`src/rtl/fetch_unit_pkg.sv`:
```
// rtl/fetch_unit_pkg.sv - shared widths, reset PC, control-word bit map and FSM encoding for the fetch unit
package fetch_unit_pkg;

    localparam int          XLEN_DEF     = 32;
    localparam logic [31:0] RESET_PC_DEF = 32'h0000_0000;

    localparam int CW_PC_EN    = 5;
    localparam int CW_IMEM_EN  = 3;
    localparam int CW_IF_ID_EN = 1;

    typedef enum logic [1:0] {
        ST_IDLE = 2'd0,
        ST_REQ  = 2'd1,
        ST_WAIT = 2'd2
    } fetch_state_e;

endpackage

```
`src/rtl/fetch_skid.sv`:
```
// rtl/fetch_skid.sv - one-entry holding buffer for a fetched word that decode could not take
module fetch_skid #(
    parameter int W = 32
) (
    input  logic         clk_i,
    input  logic         rst_i,
    input  logic         load_i,
    input  logic         unload_i,
    input  logic         flush_i,
    input  logic [W-1:0] instr_i,
    input  logic [W-1:0] pc_i,
    output logic         full_o,
    output logic [W-1:0] instr_o,
    output logic [W-1:0] pc_o
);

    logic         full_q;
    logic [W-1:0] instr_q;
    logic [W-1:0] pc_q;

    always_ff @(posedge clk_i or posedge rst_i) begin
        if (rst_i) begin
            full_q  <= 1'b0;
            instr_q <= '0;
            pc_q    <= '0;
        end else if (flush_i) begin
            full_q <= 1'b0;
        end else if (load_i) begin
            full_q  <= 1'b1;
            instr_q <= instr_i;
            pc_q    <= pc_i;
        end else if (unload_i) begin
            full_q <= 1'b0;
        end
    end

    assign full_o  = full_q;
    assign instr_o = instr_q;
    assign pc_o    = pc_q;

endmodule

```
`src/rtl/fetch_unit.sv`:
```
// rtl/fetch_unit.sv - single-outstanding instruction fetch with redirect kill and IF/ID skid
module fetch_unit
    import fetch_unit_pkg::*;
#(
    parameter int              XLEN     = XLEN_DEF,
    parameter logic [XLEN-1:0] RESET_PC = XLEN'(RESET_PC_DEF)
) (
    input  logic            clk_i,
    input  logic            rst_i,
    input  logic [5:0]      ctrl_wrd_i,
    output logic            imem_req_o,
    output logic [XLEN-1:0] imem_addr_o,
    input  logic            imem_rdy_i,
    input  logic            imem_valid_i,
    input  logic [XLEN-1:0] imem_rdata_i,
    input  logic            br_taken_i,
    input  logic [XLEN-1:0] br_target_i,
    input  logic            id_stall_i,
    output logic [XLEN-1:0] if_id_instr_o,
    output logic [XLEN-1:0] if_id_pc_o,
    output logic            if_id_valid_o
);

    fetch_state_e    state_q;
    logic [XLEN-1:0] pc_q;
    logic            kill_q;
    logic [XLEN-1:0] if_id_instr_q;
    logic [XLEN-1:0] if_id_pc_q;
    logic            if_id_valid_q;

    logic            pc_en, imem_en, if_id_en;
    logic            hs, resp, resp_ok, to_if_id;
    logic            skid_load, skid_unload, skid_full;
    logic [XLEN-1:0] skid_instr, skid_pc;
    logic            unused_bits;

    assign pc_en    = ctrl_wrd_i[CW_PC_EN];
    assign imem_en  = ctrl_wrd_i[CW_IMEM_EN];
    assign if_id_en = ctrl_wrd_i[CW_IF_ID_EN];
    assign unused_bits = ^{ctrl_wrd_i[4], ctrl_wrd_i[2], ctrl_wrd_i[0], br_target_i[1:0]};

    assign hs       = (state_q == ST_REQ) && imem_rdy_i;
    assign resp     = (state_q == ST_WAIT) && imem_valid_i;
    assign resp_ok  = resp && !kill_q;
    assign to_if_id = !id_stall_i && if_id_en;

    // The skid is only ever filled from WAIT, and no request leaves while it is full,
    // so a live response and a full skid never compete for IF/ID.
    assign skid_load   = resp_ok && !br_taken_i && !to_if_id;
    assign skid_unload = skid_full && to_if_id && !br_taken_i;

    fetch_skid #(.W(XLEN)) u_skid (
        .clk_i    (clk_i),
        .rst_i    (rst_i),
        .load_i   (skid_load),
        .unload_i (skid_unload),
        .flush_i  (br_taken_i),
        .instr_i  (imem_rdata_i),
        .pc_i     (pc_q),
        .full_o   (skid_full),
        .instr_o  (skid_instr),
        .pc_o     (skid_pc)
    );

    always_ff @(posedge clk_i or posedge rst_i) begin
        if (rst_i) begin
            state_q       <= ST_IDLE;
            pc_q          <= RESET_PC;
            kill_q        <= 1'b0;
            if_id_instr_q <= '0;
            if_id_pc_q    <= '0;
            if_id_valid_q <= 1'b0;
        end else begin
            if (br_taken_i) begin
                pc_q <= {br_target_i[XLEN-1:2], 2'b00};
            end else if (resp_ok && pc_en) begin
                pc_q <= pc_q + XLEN'(4);
            end

            case (state_q)
                ST_IDLE: begin
                    if (imem_en && !skid_full) state_q <= ST_REQ;
                end
                ST_REQ: begin
                    if (hs) begin
                        state_q <= ST_WAIT;
                        kill_q  <= br_taken_i;
                    end else if (br_taken_i) begin
                        state_q <= ST_IDLE;
                    end
                end
                ST_WAIT: begin
                    // A response coinciding with a redirect is simply dropped; no kill is left behind.
                    if (resp) begin
                        kill_q  <= 1'b0;
                        state_q <= (imem_en && !skid_load) ? ST_REQ : ST_IDLE;
                    end else if (br_taken_i) begin
                        kill_q <= 1'b1;
                    end
                end
                default: state_q <= ST_IDLE;
            endcase

            if (br_taken_i) begin
                if_id_valid_q <= 1'b0;
            end else if (to_if_id) begin
                if (resp_ok) begin
                    if_id_instr_q <= imem_rdata_i;
                    if_id_pc_q    <= pc_q;
                    if_id_valid_q <= 1'b1;
                end else if (skid_full) begin
                    if_id_instr_q <= skid_instr;
                    if_id_pc_q    <= skid_pc;
                    if_id_valid_q <= 1'b1;
                end else begin
                    if_id_valid_q <= 1'b0;
                end
            end
        end
    end

    assign imem_req_o    = (state_q == ST_REQ);
    assign imem_addr_o   = pc_q;
    assign if_id_instr_o = if_id_instr_q;
    assign if_id_pc_o    = if_id_pc_q;
    assign if_id_valid_o = if_id_valid_q;

endmodule

```
`config.mk`:
```
export PLATFORM = sky130hd
export DESIGN_NAME = fetch_unit
export DESIGN_NICKNAME = d
export VERILOG_FILES = /design/src/rtl/fetch_unit_pkg.sv /design/src/rtl/fetch_skid.sv /design/src/rtl/fetch_unit.sv
export SDC_FILE = /design/constraint.sdc
export NUM_CORES = 1
export LEC_CHECK = 0
export CORE_MARGIN = 5
export CORE_UTILIZATION = 54
export DETAILED_ROUTE_END_ITERATION = 8
export HOLD_SLACK_MARGIN = 0.1
export PLACE_DENSITY = 0.9
export SLEW_MARGIN = 10
export SYNTH_ARGS = -nofsm -noshare
export SYNTH_HDL_FRONTEND = slang
export SYNTH_SLANG_ARGS = --single-unit
```
`constraint.sdc`:
```
create_clock -name clk_i -period 10.69 [get_ports clk_i]
set_clock_uncertainty 0.2 [all_clocks]
set_input_delay 1.6035 -clock clk_i [delete_from_list [all_inputs] [get_ports clk_i]]
set_output_delay 1.6035 -clock clk_i [all_outputs]
set_load 0.005 [all_outputs]
```
=== After elaboration in Yosys (flattened, before gate mapping) ===
Cells that the tools add are included.

* Reduce and logical (&&, ||, !) cells: 27
* Bitwise operators: 1
* Equal/unequal tests: 7
* Mux-type cells: 23
* Add/sub/neg operators: 1

{| class="wikitable"
|+ Operators by type and width
! operator !! count
|-
| 32-bit two-way mux || 6
|-
| 32-bit by 3-bit adder with 32-bit output, second input constant || 1
|-
| 1-bit logical AND || 11
|-
| 1-bit two-way mux || 11
|-
| 3-bit AND reduction || 3
|-
| 2-bit two-way mux || 4
|-
| 2-bit nonzero test || 4
|-
| 1-bit logical NOT || 6
|-
| 2-bit case mux with 3 select lines || 1
|-
| 2-bit != test, second input constant || 2
|-
| 3-bit by 1-bit != test with 1-bit output, second input constant || 1
|-
| 3-bit != test, second input constant || 1
|-
| 3-bit nonzero test || 1
|-
| 2-bit by 1-bit equality test with 1-bit output, second input constant || 1
|-
| 2-bit equality test, second input constant || 1
|-
| 2-bit logical NOT || 1
|-
| 2-bit by 1-bit != test with 1-bit output, second input constant || 1
|-
| 1-bit case mux with 2 select lines || 1
|-
| 2-bit AND reduction || 1
|-
| 1-bit NOT || 1
|}

* Bits in registers: 165
* Logic and storage cells: 68

=== Longest topological paths before layout ===
* Depth after elaboration: 10
* Depth in mapped cells: 9
* Mapped depth without buffers: 6

=== Modules after synthesis ===
Synthesis repeated with hierarchy kept, for this count alone.

* Cells, all modules: 661
* Area total of the unflattened synthesis: 7,716.2 µm²

{| class="wikitable"
|+ By module, submodules not included
! module !! area each (µm²) !! sequential area each (µm²) !! cells each !! instances
|-
| fetch_unit || 4,971.0 || 2,452.4 || 520 || 1
|-
| fetch_skid || 2,745.1 || 1,626.6 || 141 || 1
|}

=== Least setup slack after synthesis ===
No wires, ideal clock.

* Path kind: input-to-reg
* Start: input port imem_valid_i
* End: register pc_q[28], in the netlist imem_addr_o[28]
* Data required time: 10.408 ns
* Buffers on the path: 2
* Data arrival time: 3.115 ns
* Stages on the path: 6
* Setup slack: 7.293 ns
* Cells stage by stage: nand3b_1 buf_2 or4_1 clkbuf_1 or4_1 a31oi_1

* Word-level cells in the longest chain between the ends: 4

{| class="wikitable"
|+ RTL lines
! what !! line !! text
|-
| from (decl) || fetch_unit.sv:14 || <nowiki>input logic imem_valid_i,</nowiki>
|-
| 1-bit logical AND || fetch_unit.sv:43 || <nowiki>assign resp = (state_q == ST_WAIT) && imem_valid_i;</nowiki>
|-
| 1-bit logical AND || fetch_unit.sv:44 || <nowiki>assign resp_ok = resp && !kill_q;</nowiki>
|-
| 1-bit logical AND || fetch_unit.sv:76 || <nowiki>end else if (resp_ok && pc_en) begin</nowiki>
|-
| 2-bit nonzero test (no source line) || n/a ||
|-
| to (signal assigned) || fetch_unit.sv:75 || <nowiki>pc_q <= {br_target_i[XLEN-1:2], 2'b00};</nowiki>
|-
| to (signal assigned) || fetch_unit.sv:77 || <nowiki>pc_q <= pc_q + XLEN'(4);</nowiki>
|-
| to (decl) || fetch_unit.sv:25 || <nowiki>logic [XLEN-1:0] pc_q;</nowiki>
|}

No other way between the ends.
A chain may end at the register's enable or synchronous reset.

=== Worst setup path after layout ===
* Start: input port br_taken_i
* End: register u_skid.pc_q[3], in the netlist u_skid.pc_o[3]

* Word-level cells in the longest chain between the ends: 4
* Elaborated cells between the ends (all ways): 5

{| class="wikitable"
|+ RTL lines
! what !! line !! text
|-
| from (decl) || fetch_unit.sv:16 || <nowiki>input logic br_taken_i,</nowiki>
|-
| 1-bit logical NOT || fetch_unit.sv:49 || <nowiki>assign skid_load = resp_ok && !br_taken_i && !to_if_id;</nowiki>
|-
| 1-bit logical AND (2 in a row) || fetch_unit.sv:49 ||
|-
| 2-bit AND reduction (no source line) * || n/a ||
|-
| to (signal assigned) || fetch_skid.sv:31 || <nowiki>pc_q <= pc_i;</nowiki>
|-
| to (decl) || fetch_skid.sv:19 || <nowiki>logic [W-1:0] pc_q;</nowiki>
|}

Every way passes the cells marked *; elsewhere a longest branch is shown, timed or not.

==> flow_metrics.py <==
metrics = {
    "sta": {
        "worst_pin_slew_ns": 1.115,
        "timing.fmax_mhz": 209.9,
        "slew_viol_final": 0,
        "rsz_0062_raised_after_global_routing": "false",
        "timing.final.crit_share_pct": 44.58,
        "final-setup-viol-count": 0,
        "maxSlewHeadroom_pct": 25.24,
        "setup_total_negative_slack_ns": 0,
        "finalWorstPathRequiredPeriod_ns": 4.765,
        "worst_hold_slack_ns": 0.2801,
        "hold_violations": 0,
    },
    "synth": {
        "ys_seq_area_share_pct": 55.19,
        "muxShareOfSynthArea_pct": 18.01,
        "post-synth-top-area-cell": "dfrtp_1",
        "synth_cell_types": 42,
        "yosysMostFrequentCell": "dfrtp_1",
        "synth_edf_count": 0,
        "yosys.area_share.xor_xnor_pct": 0.9719,
        "synth_top_family_by_area": "multiplexers",
        "syn-mean-instance-area_um2": 11.11,
        "ys.flop_type": "dfrtp_1",
        "synth-compound-area-share_pct": 9.615,
        "adder_and_majority_gate_portion_of_the_synthesized_area_pct": 0.8678,
        "synth-warning-count": 0,
        "yosys.area_share.simple_pct": 11.98,
        "asyncSetResetFlopFracSynth_pct": 100.0,
        "synth_common_cells": "159 x dfrtp_1, 90 x nand2_1, 76 x o21ai_0, 62 x mux2_2, 60 x mux2i_1",
        "synth-seq-cells": 159,
        "synth_area_leaders": "dfrtp_1 55%, mux2_2 9.7%, mux2i_1 8.3%",
        "synth_top_area_share_pct": 55.19,
        "netlist_area_pre_place_um2": 7209,
        "synth_cells": 649,
    },
    "global_route": {
        "grt_use_met1_pct": 29.70,
        "met3_usage_pct": 5.501,
        "grt_antenna_before_repair": 0,
        "grtUsageMet2_pct": 39.55,
        "grt_max_degree": 107,
        "top_usage_layer": "met2",
        "first_global_vias": 5956,
        "first_pass_grt_wire_length_um": 30230,
        "track_usage_pct": 23.59,
        "globalRouteOverflowTotal": 0,
    },
    "critical_path": {
        "worst-r2r-setup-slack_ns": 6.92,
        "critical-path-top-delay-family": "buffers and inverters",
        "cp.buffers_inverters": 4,
        "critical_path.slowest_cell": "clkinv_1",
        "worst_path_most_repeated_cell": "buf_4",
        "critical_path.cell_chain": "clkdlybuf4s50_1 -> buf_4 -> clkinv_1 -> and3_2 -> buf_4 -> mux2_2",
        "critPathMaxStageDelay_ns": 0.95,
        "worstPathRequired_ns": 10.79,
        "worst_ep_arrival_time_ns": 4.87,
        "critPathMaxFanout": 50,
        "path_class": "in2reg",
        "critPathLaunchType": "input port",
        "cp-end-kind": "register",
    },
    "finish": {
        "layout-area-overhead-vs-synth_pct": 32.19,
        "fillers": 908,
        "final_layout_size_suffix_gt1_share_pct": 12.76,
        "diodes": 0,
        "total_number_of_nets_in_the_final_design": 875,
        "post_route_cell_area_um2": 9530,
    },
    "run_status": {
        "run_status": "completed",
    },
    "route": {
        "ant_nets": 0,
        "route.vias.total": 5722,
        "wl_um": 18340,
        "initialDrtViolationCount": 568,
        "post-route-drc-count": 0,
        "drt_first_pass_iters": 5,
        "post_drt_wl_per_cell_um": 18.66,
        "avgViaCountPerCell": 5.821,
    },
    "clock_network": {
        "cts_tree": "built",
        "cts_inserted_buffers": 17,
        "cts_htree_levels": 4,
        "path_clk_slew_ns": 0.06,
        "clock_insertion_delay_worst_skew_ns": 0.42,
        "clock-root-buffer": "clkbuf_16",
        "clock_path_buffers": 2,
        "post_cts_resize_count": 0,
        "cts.sinks": 159,
        "cts_hold_buffers": 0,
        "cts_setup_buffers": 0,
    },
    "placed_design": {
        "dpl_cell_area_um2": 8940,
        "detailedPlacementHpwl_um": 12050,
        "place_congestion": 0.8221,
        "buffer_ports.inserted": 164,
    },
    "floorplanning": {
        "width_of_the_die_um": 125.5,
        "design.core.area_um2": 13190,
        "start_util_pct": 54.66,
        "core.rowCount": 42,
        "die-height_um": 125.5,
        "overall_die_area_um2": 15760,
        "pin_count": 174,
    },
    "power": {
        "pwrdens_nw_per_um2": 209.2,
        "p_leak_nw": 3.990,
        "ir_drop_mv": 0.1087,
    },
    "min_path": {
        "hold_path_class": "reg2reg",
    },
    "job": {
        "maxCapViolations": 0,
    },
}
==> cell usage in the layout (no fill, tap or decap), types with 4 or more instances in the layout <==
cell type / instances
clkdlybuf4s50_1: 164
dfrtp_1: 159
nand2_1: 90
o21ai_0: 76
mux2_2: 62
mux2i_1: 60
nor2_1: 22
or4_1: 19
nand3_1: 17
a31oi_1: 17
clkbuf_16: 17
o31ai_1: 14
inv_1: 8
xnor2_1: 6
nand4_1: 5
ha_1: 5
clkinv_2: 5
buf_4: 5
a21oi_1: 4
nor3_1: 4
conb_1: 4
==> state kept, by name, indices dropped and copies added (netlist names) <==
name and count:
u_skid.pc_o 30, if_id_instr_o 32, imem_addr_o 30, u_skid.instr_o 32, if_id_pc_o 30, kill_q 1
state_q 2, u_skid.full_o 1, if_id_valid_o 1
==> worst reg2reg max path: cells and delay by family, from the launching register on <==
family / cells / cell delay, ns
AOI/OAI and AO/OA: 1 / 0.17
buffers and inverters: 1 / 0.10
adders and majority gates: 1 / 0.30
DFF: 1 / 0.42
and+or+nand+nor: 3 / 2.50
==> cell families after synthesis <==
kind of cell / Yosys count
and+or+nand+nor: 177
DFF: 159
muxes: 122
AOI/OAI and AO/OA: 121
buffers and inverters: 56
xor gates and xnor gates: 8
adders and majority gates: 5
other: 1
==> worst paths after layout <==
kind | from | endpoint | cells past startpoint
setup / recovery | br_taken_i | u_skid.pc_o[3] | 6
hold / removal | if_id_instr_o[2] | if_id_instr_o[2] | 2
setup reg to reg | state_q[0] | imem_addr_o[30] | 6
hold reg to reg | if_id_instr_o[2] | if_id_instr_o[2] | 2
max in group asynchronous | rst_i | if_id_pc_o[31] | 3
min in group asynchronous | rst_i | u_skid.instr_o[10] | 2
==> power by group <==
part	internal (mW)	total, mW	switching [mW]
clock	0.372	0.609	0.237
combinational	0.303	0.504	0.201
sequential	0.769	0.881	0.112
total	1.44	1.99	0.550
==> through the flow <==
step / worst slack (ns) / utilization (%) / power, mW / cells
finish: 5.925 / 72.25 / 1.994 / 983
floorplan: 4.595 / - / 1.143 / 652
global placement: 5.511 / 67.78 / 1.347 / 951
CTS: 5.879 / 72.25 / 2.004 / 983
global route: 5.725 / 72.25 / 2.102 / 983
detailed placement: 5.472 / 67.78 / 1.393 / 951
==> final cells by class <==
class	instances	area [um2]	area share, %
tap	176	220.2	2.311
multi-input combinational	437	3019	31.68
inverter	10	42.54	0.4464
clock inverter	11	140.1	1.470
timing repair buffer	169	1679	17.62
sequential	159	3979	41.75
clock buffer	21	450.4	4.726
==> layer usage <==
metal / share of wire (%) / vias up
li1: - / 2593
met1: 41 / 2893
met2: 50 / 202
met3: 6.4 / 34
met4: 2.4 / 0
met5: 0 / -
Power figures use the tool's default switching activity.
